$ cat config.mk
export PLATFORM = sky130hd
export DESIGN_NAME = ram_sequencer_flat
export DESIGN_NICKNAME = d
export VERILOG_FILES = /design/src/rtl/common_pkg.sv /design/src/rtl/ram_sequencer_if.sv /design/src/rtl/ram_sequencer.sv /design/src/flat_wrapper.sv
export SDC_FILE = /design/constraint.sdc
export NUM_CORES = 1
export LEC_CHECK = 0
export BUFFER_PORTS_ARGS = -buffer_cell sky130_fd_sc_hd__buf_2
export CORE_ASPECT_RATIO = 1.1
export CORE_MARGIN = 4
export CORE_UTILIZATION = 45
export CTS_CLUSTER_SIZE = 10
export DETAILED_ROUTE_END_ITERATION = 16
export GPL_ROUTABILITY_DRIVEN = 1
export PLACE_DENSITY_LB_ADDON = 0.12
export SLEW_MARGIN = 20
export SYNTH_ARGS = -nofsm -noshare
export SYNTH_HDL_FRONTEND = slang
export SYNTH_SLANG_ARGS = --single-unit
$ cat constraint.sdc
create_clock -name clock_i -period 2.6 [get_ports clock_i]
set_clock_uncertainty 0.2 [all_clocks]
set_input_delay 0.39 -clock clock_i [delete_from_list [all_inputs] [get_ports clock_i]]
set_output_delay 0.39 -clock clock_i [all_outputs]
set_load 0.02 [all_outputs]
$ cat src/rtl/common_pkg.sv
// -----------------------------------------------------------------------------
// common_pkg
// Shared types and constants for the shared-SRAM access path.
//   ram_seq_state_t : sequencer FSM states (IDLE, SETUP, ACTIVE, HOLD, DONE)
//   requester_t     : identity of the requester that owns the cycle in flight
//   RAM_ADDR_WIDTH  : default SRAM address width
//   RAM_DATA_WIDTH  : default SRAM data width
//   SLOT_CYCLES     : length of one bus slot in clocks
// -----------------------------------------------------------------------------
package common_pkg;

    localparam int RAM_ADDR_WIDTH = 17;
    localparam int RAM_DATA_WIDTH = 8;
    localparam int SLOT_CYCLES    = 64;

    typedef enum logic [2:0] {
        IDLE,
        SETUP,
        ACTIVE,
        HOLD,
        DONE
    } ram_seq_state_t;

    typedef enum logic [1:0] {
        REQ_NONE,
        REQ_CPU,
        REQ_VIDEO,
        REQ_SPI
    } requester_t;

    // Largest of three phase lengths; sizes the shared phase counter.
    function automatic int max3(input int a, input int b, input int c);
        int m;
        m = a;
        if (b > m) m = b;
        if (c > m) m = c;
        return m;
    endfunction

endpackage

$ cat src/rtl/ram_sequencer_if.sv
// -----------------------------------------------------------------------------
// ram_sequencer_if
// SRAM pin bundle between the sequencer (master) and the SRAM / board model
// (slave).
//   ram_addr_o    : SRAM address
//   ram_data_o    : write data towards the SRAM
//   ram_data_oe_o : 1 = sequencer drives the data bus
//   ram_we_n_o    : write enable, active-low
//   ram_oe_n_o    : output enable, active-low
//   ram_data_i    : read data from the SRAM
// -----------------------------------------------------------------------------
interface ram_sequencer_if
    import common_pkg::*;
#(
    parameter int ADDR_WIDTH = RAM_ADDR_WIDTH,
    parameter int DATA_WIDTH = RAM_DATA_WIDTH
);

    logic [ADDR_WIDTH-1:0] ram_addr_o;
    logic [DATA_WIDTH-1:0] ram_data_o;
    logic                  ram_data_oe_o;
    logic                  ram_we_n_o;
    logic                  ram_oe_n_o;
    logic [DATA_WIDTH-1:0] ram_data_i;

    modport master (
        output ram_addr_o,
        output ram_data_o,
        output ram_data_oe_o,
        output ram_we_n_o,
        output ram_oe_n_o,
        input  ram_data_i
    );

    modport slave (
        input  ram_addr_o,
        input  ram_data_o,
        input  ram_data_oe_o,
        input  ram_we_n_o,
        input  ram_oe_n_o,
        output ram_data_i
    );

endinterface

$ cat src/rtl/ram_sequencer.sv
// -----------------------------------------------------------------------------
// ram_sequencer
// Runs one setup/strobe/hold SRAM cycle for whichever requester (CPU, video,
// SPI) owns the current bus slot. On a slot-start strobe in IDLE the one-hot
// grant selects a requester; if its request is pending, the request is latched
// and sequenced. Read data and a one-cycle done pulse go back to that
// requester. The block never arbitrates: grants come from slot timing.
//
// Request handshake: a requester raises <x>_valid_i with its address/command
// and holds all of them stable until its <x>_done_o pulses. The request is
// only sampled on a strobe where that requester holds the grant; a request
// raised mid-slot waits for its next granted strobe. Once latched, later
// changes on grant/request inputs do not affect the cycle in flight.
//
// Ports:
//   clock_i, reset_n_i          : clock, asynchronous active-low reset
//   strobe_i                    : slot-start pulse
//   <x>_grant_i                 : slot ownership (one-hot)
//   <x>_valid_i/_addr_i         : pending request and its address
//   cpu_/spi_ we_i, wdata_i     : write command and data (video is read-only)
//   <x>_done_o                  : one-cycle completion pulse
//   rdata_o                     : last read data, held until the next read
//   overrun_o                   : sticky, strobe seen while busy
//   state_o                     : current FSM state (debug)
//   ram                         : SRAM pin bundle (master side)
// -----------------------------------------------------------------------------
module ram_sequencer
    import common_pkg::*;
#(
    parameter int ADDR_WIDTH   = RAM_ADDR_WIDTH,
    parameter int DATA_WIDTH   = RAM_DATA_WIDTH,
    parameter int SETUP_CYCLES = 2,
    parameter int PULSE_CYCLES = 4,
    parameter int HOLD_CYCLES  = 1
) (
    input  logic                  clock_i,
    input  logic                  reset_n_i,
    input  logic                  strobe_i,

    input  logic                  cpu_grant_i,
    input  logic                  video_grant_i,
    input  logic                  spi_grant_i,

    input  logic                  cpu_valid_i,
    input  logic                  video_valid_i,
    input  logic                  spi_valid_i,

    input  logic [ADDR_WIDTH-1:0] cpu_addr_i,
    input  logic [ADDR_WIDTH-1:0] video_addr_i,
    input  logic [ADDR_WIDTH-1:0] spi_addr_i,

    input  logic                  cpu_we_i,
    input  logic                  spi_we_i,
    input  logic [DATA_WIDTH-1:0] cpu_wdata_i,
    input  logic [DATA_WIDTH-1:0] spi_wdata_i,

    output logic                  cpu_done_o,
    output logic                  video_done_o,
    output logic                  spi_done_o,
    output logic [DATA_WIDTH-1:0] rdata_o,
    output logic                  overrun_o,
    output ram_seq_state_t        state_o,

    ram_sequencer_if.master       ram
);

    localparam int MAX_PHASE = max3(SETUP_CYCLES, PULSE_CYCLES, HOLD_CYCLES);
    localparam int CNT_W     = (MAX_PHASE > 1) ? $clog2(MAX_PHASE) : 1;

    // Elaboration-time parameter checks.
    if (SETUP_CYCLES < 1 || PULSE_CYCLES < 1 || HOLD_CYCLES < 1) begin : g_bad_phase
        $error("ram_sequencer: every phase length must be at least 1");
    end
    if (SETUP_CYCLES + PULSE_CYCLES + HOLD_CYCLES + 2 > SLOT_CYCLES) begin : g_bad_slot
        $error("ram_sequencer: SRAM cycle does not fit inside one slot");
    end

    // ------------------------------------------------------------------
    // Request selection: inline one-hot mux. Zero or multiple grants
    // select nothing, so no cycle starts.
    // ------------------------------------------------------------------
    logic [2:0]            grant_vec;
    requester_t            sel_id;
    logic                  sel_valid;
    logic [ADDR_WIDTH-1:0] sel_addr;
    logic                  sel_we;
    logic [DATA_WIDTH-1:0] sel_wdata;
    logic                  start;

    assign grant_vec = {spi_grant_i, video_grant_i, cpu_grant_i};

    always_comb begin
        sel_id    = REQ_NONE;
        sel_valid = 1'b0;
        sel_addr  = '0;
        sel_we    = 1'b0;
        sel_wdata = '0;
        case (grant_vec)
            3'b001: begin
                sel_id    = REQ_CPU;
                sel_valid = cpu_valid_i;
                sel_addr  = cpu_addr_i;
                sel_we    = cpu_we_i;
                sel_wdata = cpu_wdata_i;
            end
            3'b010: begin
                sel_id    = REQ_VIDEO;
                sel_valid = video_valid_i;
                sel_addr  = video_addr_i;
            end
            3'b100: begin
                sel_id    = REQ_SPI;
                sel_valid = spi_valid_i;
                sel_addr  = spi_addr_i;
                sel_we    = spi_we_i;
                sel_wdata = spi_wdata_i;
            end
            default: ;
        endcase
    end

    // ------------------------------------------------------------------
    // FSM: state register and phase counter. The counter is loaded with
    // (phase length - 1) on phase entry and counts down to zero.
    // ------------------------------------------------------------------
    ram_seq_state_t        state_q, state_d;
    logic [CNT_W-1:0]      cnt_q, cnt_d;

    requester_t            id_q;
    logic [ADDR_WIDTH-1:0] addr_q;
    logic                  we_q;
    logic [DATA_WIDTH-1:0] wdata_q;

    // Next values of the registered SRAM controls. Registering them keeps
    // the pins glitch-free and lets reset force them inactive directly.
    logic                  we_n_d;
    logic                  oe_n_d;
    logic                  data_oe_d;
    logic                  done_d;
    logic                  capture;

    always_ff @(posedge clock_i or negedge reset_n_i) begin
        if (!reset_n_i) begin
            state_q <= IDLE;
            cnt_q   <= '0;
        end else begin
            state_q <= state_d;
            cnt_q   <= cnt_d;
        end
    end

    always_comb begin
        state_d   = state_q;
        cnt_d     = cnt_q;
        start     = 1'b0;
        capture   = 1'b0;

        case (state_q)
            IDLE: begin
                if (strobe_i && sel_valid) begin
                    start   = 1'b1;
                    state_d = SETUP;
                    cnt_d   = CNT_W'(SETUP_CYCLES - 1);
                end
            end
            SETUP: begin
                if (cnt_q == '0) begin
                    state_d = ACTIVE;
                    cnt_d   = CNT_W'(PULSE_CYCLES - 1);
                end else begin
                    cnt_d = cnt_q - 1'b1;
                end
            end
            ACTIVE: begin
                if (cnt_q == '0) begin
                    state_d = HOLD;
                    cnt_d   = CNT_W'(HOLD_CYCLES - 1);
                    // Last strobe cycle: sample the SRAM read data.
                    capture = !we_q;
                end else begin
                    cnt_d = cnt_q - 1'b1;
                end
            end
            HOLD: begin
                if (cnt_q == '0) begin
                    state_d = DONE;
                    cnt_d   = '0;
                end else begin
                    cnt_d = cnt_q - 1'b1;
                end
            end
            DONE: begin
                state_d = IDLE;
            end
            default: begin
                state_d = IDLE;
                cnt_d   = '0;
            end
        endcase

        // ACTIVE is only ever entered from SETUP, so the latched command
        // is already valid when these are evaluated.
        we_n_d    = !(state_d == ACTIVE && we_q);
        oe_n_d    = !(state_d == ACTIVE && !we_q);
        data_oe_d = start ? sel_we
                          : (we_q && (state_d == SETUP || state_d == ACTIVE ||
                                      state_d == HOLD));
        done_d    = (state_d == DONE);
    end

    // ------------------------------------------------------------------
    // Request latch. Write data only updates on writes so ram_data_o does
    // not follow unrelated read traffic.
    // ------------------------------------------------------------------
    always_ff @(posedge clock_i or negedge reset_n_i) begin
        if (!reset_n_i) begin
            id_q    <= REQ_NONE;
            addr_q  <= '0;
            we_q    <= 1'b0;
            wdata_q <= '0;
        end else if (start) begin
            id_q   <= sel_id;
            addr_q <= sel_addr;
            we_q   <= sel_we;
            if (sel_we) begin
                wdata_q <= sel_wdata;
            end
        end
    end

    // ------------------------------------------------------------------
    // Registered outputs.
    // ------------------------------------------------------------------
    logic                  we_n_q;
    logic                  oe_n_q;
    logic                  data_oe_q;
    logic                  cpu_done_q;
    logic                  video_done_q;
    logic                  spi_done_q;
    logic [DATA_WIDTH-1:0] rdata_q;
    logic                  overrun_q;

    always_ff @(posedge clock_i or negedge reset_n_i) begin
        if (!reset_n_i) begin
            we_n_q       <= 1'b1;
            oe_n_q       <= 1'b1;
            data_oe_q    <= 1'b0;
            cpu_done_q   <= 1'b0;
            video_done_q <= 1'b0;
            spi_done_q   <= 1'b0;
            rdata_q      <= '0;
            overrun_q    <= 1'b0;
        end else begin
            we_n_q       <= we_n_d;
            oe_n_q       <= oe_n_d;
            data_oe_q    <= data_oe_d;
            cpu_done_q   <= done_d && (id_q == REQ_CPU);
            video_done_q <= done_d && (id_q == REQ_VIDEO);
            spi_done_q   <= done_d && (id_q == REQ_SPI);
            if (capture) begin
                rdata_q <= ram.ram_data_i;
            end
            // A strobe while busy cannot be served; flag it until reset.
            if (strobe_i && state_q != IDLE) begin
                overrun_q <= 1'b1;
            end
        end
    end

    assign ram.ram_addr_o    = addr_q;
    assign ram.ram_data_o    = wdata_q;
    assign ram.ram_data_oe_o = data_oe_q;
    assign ram.ram_we_n_o    = we_n_q;
    assign ram.ram_oe_n_o    = oe_n_q;

    assign cpu_done_o   = cpu_done_q;
    assign video_done_o = video_done_q;
    assign spi_done_o   = spi_done_q;
    assign rdata_o      = rdata_q;
    assign overrun_o    = overrun_q;
    assign state_o      = state_q;

endmodule

$ cat src/flat_wrapper.sv
// flat-port wrapper written by rule: the top's interface ports become plain ports
module ram_sequencer_flat import common_pkg::*;
#(
    parameter int ADDR_WIDTH   = RAM_ADDR_WIDTH,
    parameter int DATA_WIDTH   = RAM_DATA_WIDTH,
    parameter int SETUP_CYCLES = 2,
    parameter int PULSE_CYCLES = 4,
    parameter int HOLD_CYCLES  = 1
)
  (clock_i, reset_n_i, strobe_i, cpu_grant_i, video_grant_i, spi_grant_i, cpu_valid_i, video_valid_i, spi_valid_i, cpu_addr_i, video_addr_i, spi_addr_i, cpu_we_i, spi_we_i, cpu_wdata_i, spi_wdata_i, cpu_done_o, video_done_o, spi_done_o, rdata_o, overrun_o, state_o, ram_ram_addr_o, ram_ram_data_o, ram_ram_data_oe_o, ram_ram_we_n_o, ram_ram_oe_n_o, ram_ram_data_i);
  ram_sequencer_if #(.ADDR_WIDTH(ADDR_WIDTH), .DATA_WIDTH(DATA_WIDTH)) ram_i ();
  input  logic clock_i;
  input  logic reset_n_i;
  input  logic strobe_i;
  input  logic cpu_grant_i;
  input  logic video_grant_i;
  input  logic spi_grant_i;
  input  logic cpu_valid_i;
  input  logic video_valid_i;
  input  logic spi_valid_i;
  input  logic [ADDR_WIDTH-1:0] cpu_addr_i;
  input  logic [ADDR_WIDTH-1:0] video_addr_i;
  input  logic [ADDR_WIDTH-1:0] spi_addr_i;
  input  logic cpu_we_i;
  input  logic spi_we_i;
  input  logic [DATA_WIDTH-1:0] cpu_wdata_i;
  input  logic [DATA_WIDTH-1:0] spi_wdata_i;
  output logic cpu_done_o;
  output logic video_done_o;
  output logic spi_done_o;
  output logic [DATA_WIDTH-1:0] rdata_o;
  output logic overrun_o;
  output ram_seq_state_t state_o;
  output wire logic [$bits(ram_i.ram_addr_o)-1:0] ram_ram_addr_o;
  output wire logic [$bits(ram_i.ram_data_o)-1:0] ram_ram_data_o;
  output wire logic [$bits(ram_i.ram_data_oe_o)-1:0] ram_ram_data_oe_o;
  output wire logic [$bits(ram_i.ram_we_n_o)-1:0] ram_ram_we_n_o;
  output wire logic [$bits(ram_i.ram_oe_n_o)-1:0] ram_ram_oe_n_o;
  input wire logic [$bits(ram_i.ram_data_i)-1:0] ram_ram_data_i;
  assign ram_ram_addr_o = ram_i.ram_addr_o;
  assign ram_ram_data_o = ram_i.ram_data_o;
  assign ram_ram_data_oe_o = ram_i.ram_data_oe_o;
  assign ram_ram_we_n_o = ram_i.ram_we_n_o;
  assign ram_ram_oe_n_o = ram_i.ram_oe_n_o;
  assign ram_i.ram_data_i = ram_ram_data_i;
  ram_sequencer #(.ADDR_WIDTH(ADDR_WIDTH), .DATA_WIDTH(DATA_WIDTH), .SETUP_CYCLES(SETUP_CYCLES), .PULSE_CYCLES(PULSE_CYCLES), .HOLD_CYCLES(HOLD_CYCLES)) u_core (.clock_i(clock_i), .reset_n_i(reset_n_i), .strobe_i(strobe_i), .cpu_grant_i(cpu_grant_i), .video_grant_i(video_grant_i), .spi_grant_i(spi_grant_i), .cpu_valid_i(cpu_valid_i), .video_valid_i(video_valid_i), .spi_valid_i(spi_valid_i), .cpu_addr_i(cpu_addr_i), .video_addr_i(video_addr_i), .spi_addr_i(spi_addr_i), .cpu_we_i(cpu_we_i), .spi_we_i(spi_we_i), .cpu_wdata_i(cpu_wdata_i), .spi_wdata_i(spi_wdata_i), .cpu_done_o(cpu_done_o), .video_done_o(video_done_o), .spi_done_o(spi_done_o), .rdata_o(rdata_o), .overrun_o(overrun_o), .state_o(state_o), .ram(ram_i));
endmodule
==> metrics.cfg <==
[floorplan]
ios = 129
num_rows = 27
dieHeight_um = 85.3
start_util = 0.476
dieArea_um2 = 6680
core-area_um2 = 5130
dieWidth_um = 78.3

[clock_tree]
cts_max_level = 2
clkLatencyLatePin_ns = 0.30
clk_path_buf_depth = 2
root_buffer = clkbuf_8
tritoncts = yes
cts_buffers = 5
post_cts_buffers = 0
clk_pin_slew_worst_paths_ns = 0.09
cts_sinks = 48

[drt]
wl_per_cell_um = 13.8
ant_nets = 0
drt_first_iter_violations = 56
drcViolationCount = 0
postRouteWirelength_um = 5950
via_per_inst = 5.03
dr.pass1.iters = 4
route.vias.total = 2164

[yosys]
yosysTopAreaCell = dfrtp_1
syn_avg_cell_area_um2 = 10.7
synthCells = 228
async_flop_share = 1.00
ys_seq_elements = 48
syn-cell-area_um2 = 2450
synthFlopType = dfrtp_1
synthesis.nets = 317
synthDistinctLibCells = 41
ys_warn_count = 0
ys_seq_area_frac = 0.492
synth_top_cell_area_share = 0.471
ys_top_cells_by_area = dfrtp_1 47%, a22oi_1 7.7%, a2bb2oi_1 6.1%, mux2_4 4.9%, nand2_1 4.5%
synth-edff-count = 0

[critical_path]
critical_path_class = flop to flop
reg2reg_slack_ns = 0.34
cp_max_fo = 11
slowest_stage = or3_1
crit_required_ns = 2.59
worstSetupStartpointType = flop
cp-startpoint = u_core.state_o[0]
r2r_end = u_core.ram.ram_data_o[7]
endpoint_kind = flop
cp_top_family = simple AND/OR/NAND/NOR gates
cpPeakStageDelay_ns = 0.58
cp.depth = 4
critPathArrivalTime_ns = 2.25
r2r_start = u_core.state_o[0]
crit_chain = nor3_2, nand3b_1, or3_1, mux2_4
worst-path-buf-inv = 0
cp-endpoint = u_core.ram.ram_data_o[7]
ff2ff_path_depth = 4

[timing]
relSlewSlack = 0.604
timing.fmax_mhz = 442
hold_viol = 0
rsz0062_at_grt = false
report.final.setup_viol = 0
fin_crit_ns = 2.26
slew_violations = 0
post-route-period-util = 0.870
tns_ns = 0
worst_slew_pin_slew_ns = 0.594

[place]
port_buffers = 128
place_area_um2 = 3180
hpwl_um = 4680
place_congestion = 0.747

[final_layout]
drive_gt1_frac = 0.480
final_core_util = 0.642
layout.nets = 446
syn_to_final_growth_pct = 34.8
diodes = 0
final_area_um2 = 3300
fillers = 460

[grt]
grt_pass1_vias = 2247
overflow = 0
grt_usage = 0.182
grt_first_pass_wirelength_um = 9830
antenna_found_initial = 0
grt_max_degree = 36

[power_and_ir_drop]
leakagePower_nw = 1.72
peakVddDrop_v = 0.000334
power_density_nw_per_um2 = 886
finalPower_mw = 2.92

[run]
drv_cap = 0

[worst_hold_path]
whs_path_depth = 2
hold_path.class = input pin to flop

[run_status]
outcome = finished clean

cell families (layout without fill, tap and decap cells):
group	after synthesis	after routing	synth area share
muxes	16	16	0.0859
and+or+nand+nor	64	64	0.137
adders and majority gates	3	3	0.0153
xor gates and xnor gates	2	2	0.00716
buffers and inverters	22	152	0.0445
AOI/OAI and AO/OA	73	73	0.218
DFF	48	48	0.492
how the worst min path moves through the flow:
stage | startpoint | endpoint | slack [ns]
2_1_floorplan | reset_n_i | u_core.cnt_q[0] | -0.11
3_3_place_gp | reset_n_i | u_core.cnt_q[1] | 0.07
3_5_place_dp | reset_n_i | u_core.cnt_q[1] | 0.08
4_1_cts | ram_ram_data_i[3] | u_core.rdata_o[3] | 0.11
5_1_grt | ram_ram_data_i[1] | u_core.rdata_o[1] | 0.10
6_report | ram_ram_data_i[3] | u_core.rdata_o[3] | 0.12
routing by layer:
layer	track usage	vias to the layer above	wire, um
met1	0.206	973	2470
li1	-	1093	-
met2	0.328	92	2910
met5	0	-	0
met4	0.0604	0	70
met3	0.0531	6	498
per-stage QoR:
step	std cells	hold WS, ns	setup WS (ns)
after global routing	430	0.102	0.263
after floorplan	228	-0.106	0.577
after global placement	421	0.0737	0.321
after detailed placement	421	0.0780	0.273
final	430	0.118	0.338
after CTS	430	0.106	0.336
layout by cell type (no fill, tap or decap), types with 2 or more instances in the layout:
cell       netlist  final
a21oi_1          2      2
a22oi_1         25     25
a2bb2oi_1       17     17
and2b_1          2      2
and3b_1          2      2
and4bb_2         2      2
buf_2            6    128
buf_4            1     11
clkbuf_8         0      5
dfrtp_1         46     46
dfstp_2          2      2
ha_1             3      3
inv_1            4      4
mux2_2           8      8
mux2_4           8      8
nand2_1         29     29
nand3b_1         2      2
nor2_1          15     15
nor3b_1          2      2
o21ai_0         17     17
o21ai_1          2      2
o22ai_1          2      2
o31ai_1          3      3
flip-flops by register name (all words and copies together), names as in the netlist:
register / count
u_core.spi_done_o: 1
u_core.ram.ram_data_oe_o: 1
u_core.ram.ram_data_o: 8
u_core.ram.ram_we_n_o: 1
u_core.cpu_done_o: 1
u_core.overrun_o: 1
u_core.state_o: 3
u_core.ram.ram_oe_n_o: 1
u_core.we_q: 1
u_core.video_done_o: 1
u_core.id_q: 2
u_core.cnt_q: 2
u_core.rdata_o: 8
u_core.ram.ram_addr_o: 17
timing repair:
| action | in CTS | in global routing |
|---|---|---|
| resized for setup | 0 | 0 |
| hold buffers | 1 | 0 |
| endpoints found under the hold margin | 10 | 0 |
layout make-up:
cell class | count | area, um^2 | area share
clock buffer | 5 | 68.8 | 0.0209
clock inverter | 3 | 42.5 | 0.0129
inverter | 4 | 15.0 | 0.00455
multi-input combinational | 158 | 1140 | 0.347
sequential | 48 | 1200 | 0.365
tap | 72 | 90.1 | 0.0273
timing repair buffer | 140 | 733 | 0.222
Yosys cell counts, drive strengths merged, types with 3 or more instances:
cell type and n:
a22oi 26, a2bb2oi 17, and4bb 3, buf 9, clkbuf 9, dfrtp 46, ha 3, inv 4
mux2 16, nand2 29, nor2 15, nor3b 3, o21ai 19, o31ai 3
worst reg2reg max path: stages (launching register included):
cell      delay, ns
dfrtp_1        0.51
nor3_2         0.35
nand3b_1       0.12
or3_1          0.58
mux2_4         0.40
power by group:
| group | total (mW) | switching (mW) | leakage (nW) | internal [mW] |
|---|---|---|---|---|
| Combinational | 1.22 | 0.713 | 1.04 | 0.504 |
| Sequential | 1.18 | 0.162 | 0.623 | 1.01 |
| Clock | 0.526 | 0.242 | 0.0541 | 0.284 |
| Total | 2.92 | 1.12 | 1.72 | 1.80 |
Note: power is estimated with default switching activity, not from simulation.
